--- src/rtl/thresh_pkg.sv ---
// Shared types and constants for the threshold reload sequencer.
package thresh_pkg;
  localparam int NBEAMS      = 54;
  localparam int THRESH_BITS = 18;
  localparam int BEAM_BITS   = $clog2(NBEAMS);

  typedef enum logic {
    PATH_REAL = 1'b0,
    PATH_SUB  = 1'b1
  } path_e;

  typedef enum logic [2:0] {
    S_IDLE,
    S_SHIFT,
    S_SETTLE,
    S_UPDATE,
    S_DONE
  } state_e;
endpackage

--- src/rtl/thresh_shadow_ram.sv ---
// Shadow copy of both threshold paths: one write port, one registered read
// port that returns the same beam of both paths.
module thresh_shadow_ram #(
  parameter int                      NBEAMS         = thresh_pkg::NBEAMS,
  parameter int                      THRESH_BITS    = thresh_pkg::THRESH_BITS,
  parameter logic [THRESH_BITS-1:0]  DEFAULT_THRESH = {THRESH_BITS{1'b1}}
) (
  input  logic                        clk_i,
  input  logic                        rst_ni,
  input  logic                        we_i,
  input  logic                        wpath_i,
  input  logic [$clog2(NBEAMS)-1:0]   waddr_i,
  input  logic [THRESH_BITS-1:0]      wdat_i,
  input  logic [$clog2(NBEAMS)-1:0]   raddr_i,
  output logic [2*THRESH_BITS-1:0]    rdat_o
);
  import thresh_pkg::*;

  logic [THRESH_BITS-1:0]   mem_q [2][NBEAMS];
  logic [2*THRESH_BITS-1:0] rdat_q;

  // Write-through so a write and a reload launched on the same edge
  // ship the freshly written value.
  function automatic logic [THRESH_BITS-1:0] rd_word(input path_e p);
    if (we_i && (wpath_i == p) && (waddr_i == raddr_i)) return wdat_i;
    return mem_q[p][raddr_i];
  endfunction

  always_ff @(posedge clk_i or negedge rst_ni) begin
    if (!rst_ni) begin
      for (int p = 0; p < 2; p++)
        for (int b = 0; b < NBEAMS; b++)
          mem_q[p][b] <= DEFAULT_THRESH;
      rdat_q <= '0;
    end else begin
      if (we_i) mem_q[wpath_i][waddr_i] <= wdat_i;
      rdat_q <= {rd_word(PATH_SUB), rd_word(PATH_REAL)};
    end
  end

  assign rdat_o = rdat_q;
endmodule

--- src/rtl/thresh_load_sequencer.sv ---
// Shifts the shadow thresholds into the beamformer cascade (highest beam
// first), waits SETTLE_CYCLES, then strobes update; one reload may queue.
module thresh_load_sequencer #(
  parameter int                      NBEAMS         = thresh_pkg::NBEAMS,
  parameter int                      THRESH_BITS    = thresh_pkg::THRESH_BITS,
  parameter int                      SETTLE_CYCLES  = 2,
  parameter logic [THRESH_BITS-1:0]  DEFAULT_THRESH = {THRESH_BITS{1'b1}}
) (
  input  logic                        tclk,
  input  logic                        tclk_resetn,
  input  logic                        cfg_wr_i,
  input  logic                        cfg_path_i,
  input  logic [$clog2(NBEAMS)-1:0]   cfg_beam_i,
  input  logic [THRESH_BITS-1:0]      cfg_dat_i,
  output logic                        cfg_ready_o,
  input  logic                        load_i,
  input  logic [1:0]                  load_sel_i,
  output logic                        busy_o,
  output logic                        done_o,
  output logic [2*THRESH_BITS-1:0]    thresh_o,
  output logic [1:0]                  thresh_wr_o,
  output logic [1:0]                  thresh_update_o
);
  import thresh_pkg::*;

  localparam int              BW          = $clog2(NBEAMS);
  localparam logic [BW-1:0]   K_TOP       = BW'(NBEAMS - 1);
  localparam logic [3:0]      SETTLE_INIT = 4'((SETTLE_CYCLES == 0) ? 0 : SETTLE_CYCLES - 1);

  state_e                   state_q;
  logic [1:0]               sel_q, pend_sel_q;
  logic                     pend_q;
  logic [BW-1:0]            k_q, raddr;
  logic [3:0]               cnt_q;
  logic [2*THRESH_BITS-1:0] thresh_q, rdat;
  logic [1:0]               wr_q, upd_q;
  logic                     done_q, busy_q, ready_q;
  logic                     wr_ok, load_new;
  logic [1:0]               load_sel_m;

  assign wr_ok      = cfg_wr_i && ready_q && ({1'b0, cfg_beam_i} < (BW+1)'(NBEAMS));
  assign load_new   = load_i && (load_sel_i != 2'b00);
  assign load_sel_m = load_new ? load_sel_i : 2'b00;

  // Read one beam ahead: K_TOP is fetched on the edge that enters SHIFT,
  // then k-1 while shifting, so every SHIFT cycle has its word ready.
  assign raddr = (state_q == S_SHIFT && k_q != '0) ? k_q - 1'b1 : K_TOP;

  thresh_shadow_ram #(
    .NBEAMS         (NBEAMS),
    .THRESH_BITS    (THRESH_BITS),
    .DEFAULT_THRESH (DEFAULT_THRESH)
  ) u_ram (
    .clk_i   (tclk),
    .rst_ni  (tclk_resetn),
    .we_i    (wr_ok),
    .wpath_i (cfg_path_i),
    .waddr_i (cfg_beam_i),
    .wdat_i  (cfg_dat_i),
    .raddr_i (raddr),
    .rdat_o  (rdat)
  );

  always_ff @(posedge tclk or negedge tclk_resetn) begin
    if (!tclk_resetn) begin
      state_q    <= S_IDLE;
      sel_q      <= '0;
      pend_q     <= 1'b0;
      pend_sel_q <= '0;
      k_q        <= '0;
      cnt_q      <= '0;
      thresh_q   <= '0;
      wr_q       <= '0;
      upd_q      <= '0;
      done_q     <= 1'b0;
      busy_q     <= 1'b0;
      ready_q    <= 1'b0;
    end else begin
      wr_q   <= '0;
      upd_q  <= '0;
      done_q <= 1'b0;
      if (state_q != S_IDLE && load_new) begin
        pend_q     <= 1'b1;
        pend_sel_q <= pend_sel_q | load_sel_i;
      end
      case (state_q)
        S_IDLE: begin
          ready_q <= 1'b1;
          if (load_new || pend_q) begin
            state_q    <= S_SHIFT;
            sel_q      <= pend_sel_q | load_sel_m;
            k_q        <= K_TOP;
            pend_q     <= 1'b0;
            pend_sel_q <= '0;
            busy_q     <= 1'b1;
            ready_q    <= 1'b0;
          end
        end
        S_SHIFT: begin
          thresh_q <= rdat;
          wr_q     <= sel_q;
          k_q      <= k_q - 1'b1;
          if (k_q == '0) begin
            cnt_q   <= SETTLE_INIT;
            state_q <= (SETTLE_CYCLES == 0) ? S_UPDATE : S_SETTLE;
          end
        end
        S_SETTLE: begin
          if (cnt_q == '0) state_q <= S_UPDATE;
          else             cnt_q   <= cnt_q - 1'b1;
        end
        S_UPDATE: begin
          upd_q   <= sel_q;
          state_q <= S_DONE;
        end
        S_DONE: begin
          done_q <= 1'b1;
          if (pend_q) begin
            state_q    <= S_SHIFT;
            sel_q      <= pend_sel_q;
            k_q        <= K_TOP;
            pend_q     <= load_new;
            pend_sel_q <= load_sel_m;
          end else begin
            state_q <= S_IDLE;
            busy_q  <= 1'b0;
            ready_q <= 1'b1;
          end
        end
        default: state_q <= S_IDLE;
      endcase
    end
  end

  assign cfg_ready_o     = ready_q;
  assign busy_o          = busy_q;
  assign done_o          = done_q;
  assign thresh_o        = thresh_q;
  assign thresh_wr_o     = wr_q;
  assign thresh_update_o = upd_q;
endmodule

--- config.mk ---
export PLATFORM = sky130hd
export DESIGN_NAME = thresh_load_sequencer
export DESIGN_NICKNAME = d
export VERILOG_FILES = /design/src/rtl/thresh_pkg.sv /design/src/rtl/thresh_shadow_ram.sv /design/src/rtl/thresh_load_sequencer.sv
export SDC_FILE = /design/constraint.sdc
export NUM_CORES = 2
export LEC_CHECK = 0
export CAP_MARGIN = 20
export CORE_MARGIN = 5
export CORE_UTILIZATION = 30
export DETAILED_ROUTE_END_ITERATION = 12
export PLACE_DENSITY = 0.45
export SLEW_MARGIN = 30
export SYNTH_ARGS = -nofsm -noshare
export SYNTH_HDL_FRONTEND = slang
export SYNTH_SLANG_ARGS = --single-unit
--- constraint.sdc ---
create_clock -name tclk -period 6.26 [get_ports tclk]
set_input_delay 1.878 -clock tclk [delete_from_list [all_inputs] [get_ports tclk]]
set_output_delay 1.878 -clock tclk [all_outputs]
set_load 0.03 [all_outputs]
==> summary.md <==
| Metric | Value |
|---|---|
| Internal Power | 21440 uW |
| Ys async rst share | 1.000 |
| Final hold vios | 0 |
| Postcts setup bufs | 0 |
| Final wirelength | 344900 um |
| RSZ-0062 raised after global routing | false |
| H-tree depth | 4 |
| Max_slew headroom | 0.2331 |
| Worst Reg2Reg Path Length in Cells | 12 |
| Share of layout cells above drive strength 1 | 0.5703 |
| Post-Syn Area | 0.09807 mm2 |
| CTS max path bufs | 4 |
| Height of the die | 581.7 um |
| Number of port buffers | 73 |
| Synth Area in XOR/XNOR | 0.001046 |
| Worst-margin pin slew | 1.138 ns |
| TritonCTS clock tree | built |
| Fmax | 194.7 MHz |
| Global-route wire length before repair | 503400 um |
| Total Die Area | 0.3384 mm2 |
| Sequential Power Share | 0.478 |
| Post-Synth Simple-Gate Area | 0.07202 |
| Leakage | 0.04422 uW |
| RePlAce Congestion | 0.8114 |
| Netlist cell types | 92 |
| DRC Markers | 0 |
| CTS buffer count | 232 |
| Post-CTS Hold Buffers | 0 |
| Final min period | 5.137 ns |
| Logic pwr share | 0.025 |
| Layout net count | 8036 |
| Cells on Worst Hold Path | 2 |
| Placement Rows | 210 |
| Synth Instances | 8186 |
| Antenna violation net count after detailed routing | 0 |
| Die W | 581.7 um |
| Initial antenna violation count | 27 |
| I/O Pins | 74 |
| Leading area contributor after synthesis | dfstp_2 |
| Startpoint Class | register |
| CTS Root Cell | clkbuf_16 |
| FF+latch count, synth | 2041 |
| Synth top cells by count | 1944 x dfstp_2, 1908 x mux2_2, 732 x nand2_1 |
| Main combinational cell family by area after synthesis | multiplexers |
| Hold crit path type | register to register |
| CTS Sinks | 2041 |
| Syn avg cell area | 11.98 um2 |
| Via count | 67500 |
| Post-synth top flop | dfstp_2 |
| Crit share post-route | 0.8206 |
| Post-synthesis mux area share | 0.2405 |
| Setup tns final | 0 ns |
| Vias per cell | 5.379 |
| Yosys top cell area share | 0.5209 |
| # setup viols final | 0 |
| Core Region | 0.3263 mm2 |
| FF-to-FF End | u_ram.rdat_o[23] |
| Worst-path maximum fanout | 29 |
| R2r startpoint | k_q[0] |
| Syn Nets | 8220 |
| Largest net degree at the start of global routing | 160 |
| CP Class | register to register |
| Pwr/cell area | 247.4 mW/mm2 |
| P&R area growth vs syn | 14.28% |
| Post-CTS resize count | 0 |
| Tot GR Track Use | 0.1983 |
| Worst path arrival time | 5.89 ns |
| Hold_sp | u_ram.rdat_o[8] |
| DRT Pass-1 Iters | 6 |
| Slew Viols, Final | 0 |
| Synth top area cells | dfstp_2 52%, mux2_2 22%, nand2_1 2.8% |
| Max cap viols | 0 |
| Initial DRC count | 4743 |
| Worst-path clk slew | 0.06 ns |
| Status | finished clean |
| Reg2Reg Setup Slack | 1.12 ns |
| Worst Clk Skew | 0.04239 ns |
| Sw power | 6289 uW |
| Seq/Total Area, Yosys | 0.5456 |
| Net Sw Frac | 0.2268 |
| Vias in the first global route | 69370 |
| Clock power share | 0.497 |
| GR Overflow Total | 0 |
| Post-synthesis compound-gate area fraction | 0.1061 |
| Setup crit end kind | register |
| Post-Synth Adder-Cell Area | 0.0003828 |
| Worst Path Required | 7.01 ns |
| Initial Util | 0.3005 |
| Hold Path End | thresh_o[8] |
| Yosys Warn Count | 0 |
| Most frequent cell after synthesis | dfstp_2 |
| Worst-Skew Late Latency | 0.90 ns |
| WHS | 0.4458 ns |
| IR drop worst, VDD | 0.2142 mV |
| WL per Instance | 27.48 um |
| Detailed placement HPWL | 213200 um |
| Number of synthesized flops with an enable pin | 0 |
## sequential cells by signal, summed over array words and instances (netlist names), 2 cells and up
signal and flops:
k_q 6, sel_q 2, u_ram.mem_q 1944, cnt_q 4
u_ram.rdat_o 36, pend_sel_q 2, state_q 3, thresh_update_o 2
thresh_wr_o 2, thresh_o 36
## kinds of logic after synthesis
group	Yosys count
muxes	2116
xor gates and xnor gates	10
DFF	2041
adders and majority gates	3
buffers and inverters	833
and+or+nand+nor	1562
AOI/OAI and AO/OA	1621
## power groups by stage
stage	clock, uW	combinational (uW)	sequential (uW)
after CTS	14200	706	13300
after global placement	0	691	13400
after detailed placement	0	706	13500
final	13800	690	13300
after global routing	14700	756	13300
after floorplan	0	166	13500
## area by class of cell
type,instances,area (um2)
Antenna cell,12,30.03
Clock buffer,363,7018
Clock inverter,59,640.6
Fill cell,32230,214300
Inverter,14,70.07
Multi-Input combinational cell,5312,41510
Sequential cell,2041,53510
Tap cell,4346,5438
Timing Repair Buffer,401,3859
## critical path: stages, from the launching register on
cell and delay (ns):
dfrtp_4 0.63, inv_8 0.25, ha_1 0.56, nand2b_1 0.21, o21ai_0 0.16, a22oi_2 0.56
buf_4 0.33, buf_4 0.20, o21ai_0 0.10, o21ai_0 0.90, nand4_1 0.63, o211ai_1 0.28
o21ai_1 0.11
## placed cells by master (no fill, tap or decap), drive strengths merged, types with 31 or more instances in the layout
cell type and instances:
o221ai 46, clkdlybuf4s50 55, buf 346, nor2b 63, a21oi 257, mux2i 206, a211oi 124, o22a 34
nand2 734, nand4 59, o22ai 258, o211ai 146, a2111oi 34, a31oi 41, dfrtp 97, and2 51
a2bb2oi 53, mux2 1909, nor3 174, dfstp 1944, o21ai 469, or4 31, clkbuf 363, nand3 72
nor2 286, clkinv 44
## per-stage QoR
stage	cells	utilization	power [uW]	setup WS, ns	instance area (um2)
final	12550	0.3434	27730	1.123	112100
after global routing	12540	0.3434	28720	1.137	112100
after CTS	12530	0.3431	28160	1.320	112000
after detailed placement	12110	0.3196	14160	0.5608	104300
after global placement	12100	0.3191	14140	0.4628	104100
after floorplan	8186	-	13620	2.112	98070
## layer usage
layer	global-route usage	share of wire	vias to the layer above
met4	0.05942	0.030	12
met2	0.3149	0.46	1798
li1	-	-	29240
met1	0.2785	0.46	35960
met3	0.03105	0.053	491
met5	0	0.00020	-
## worst max-delay path by stage
stage	start	to	slack, ns	cells after the start
final	k_q[0]	u_ram.rdat_o[23]	1.12	12
after global routing	k_q[0]	u_ram.rdat_o[4]	1.14	14
after CTS	k_q[0]	u_ram.rdat_o[23]	1.32	12
after detailed placement	cfg_beam_i[3]	u_ram.mem_q[898]	0.56	9
after global placement	cfg_beam_i[3]	u_ram.mem_q[887]	0.46	9
after floorplan	cfg_beam_i[2]	u_ram.mem_q[709]	2.11	8
Power figures use the tool's default switching activity.
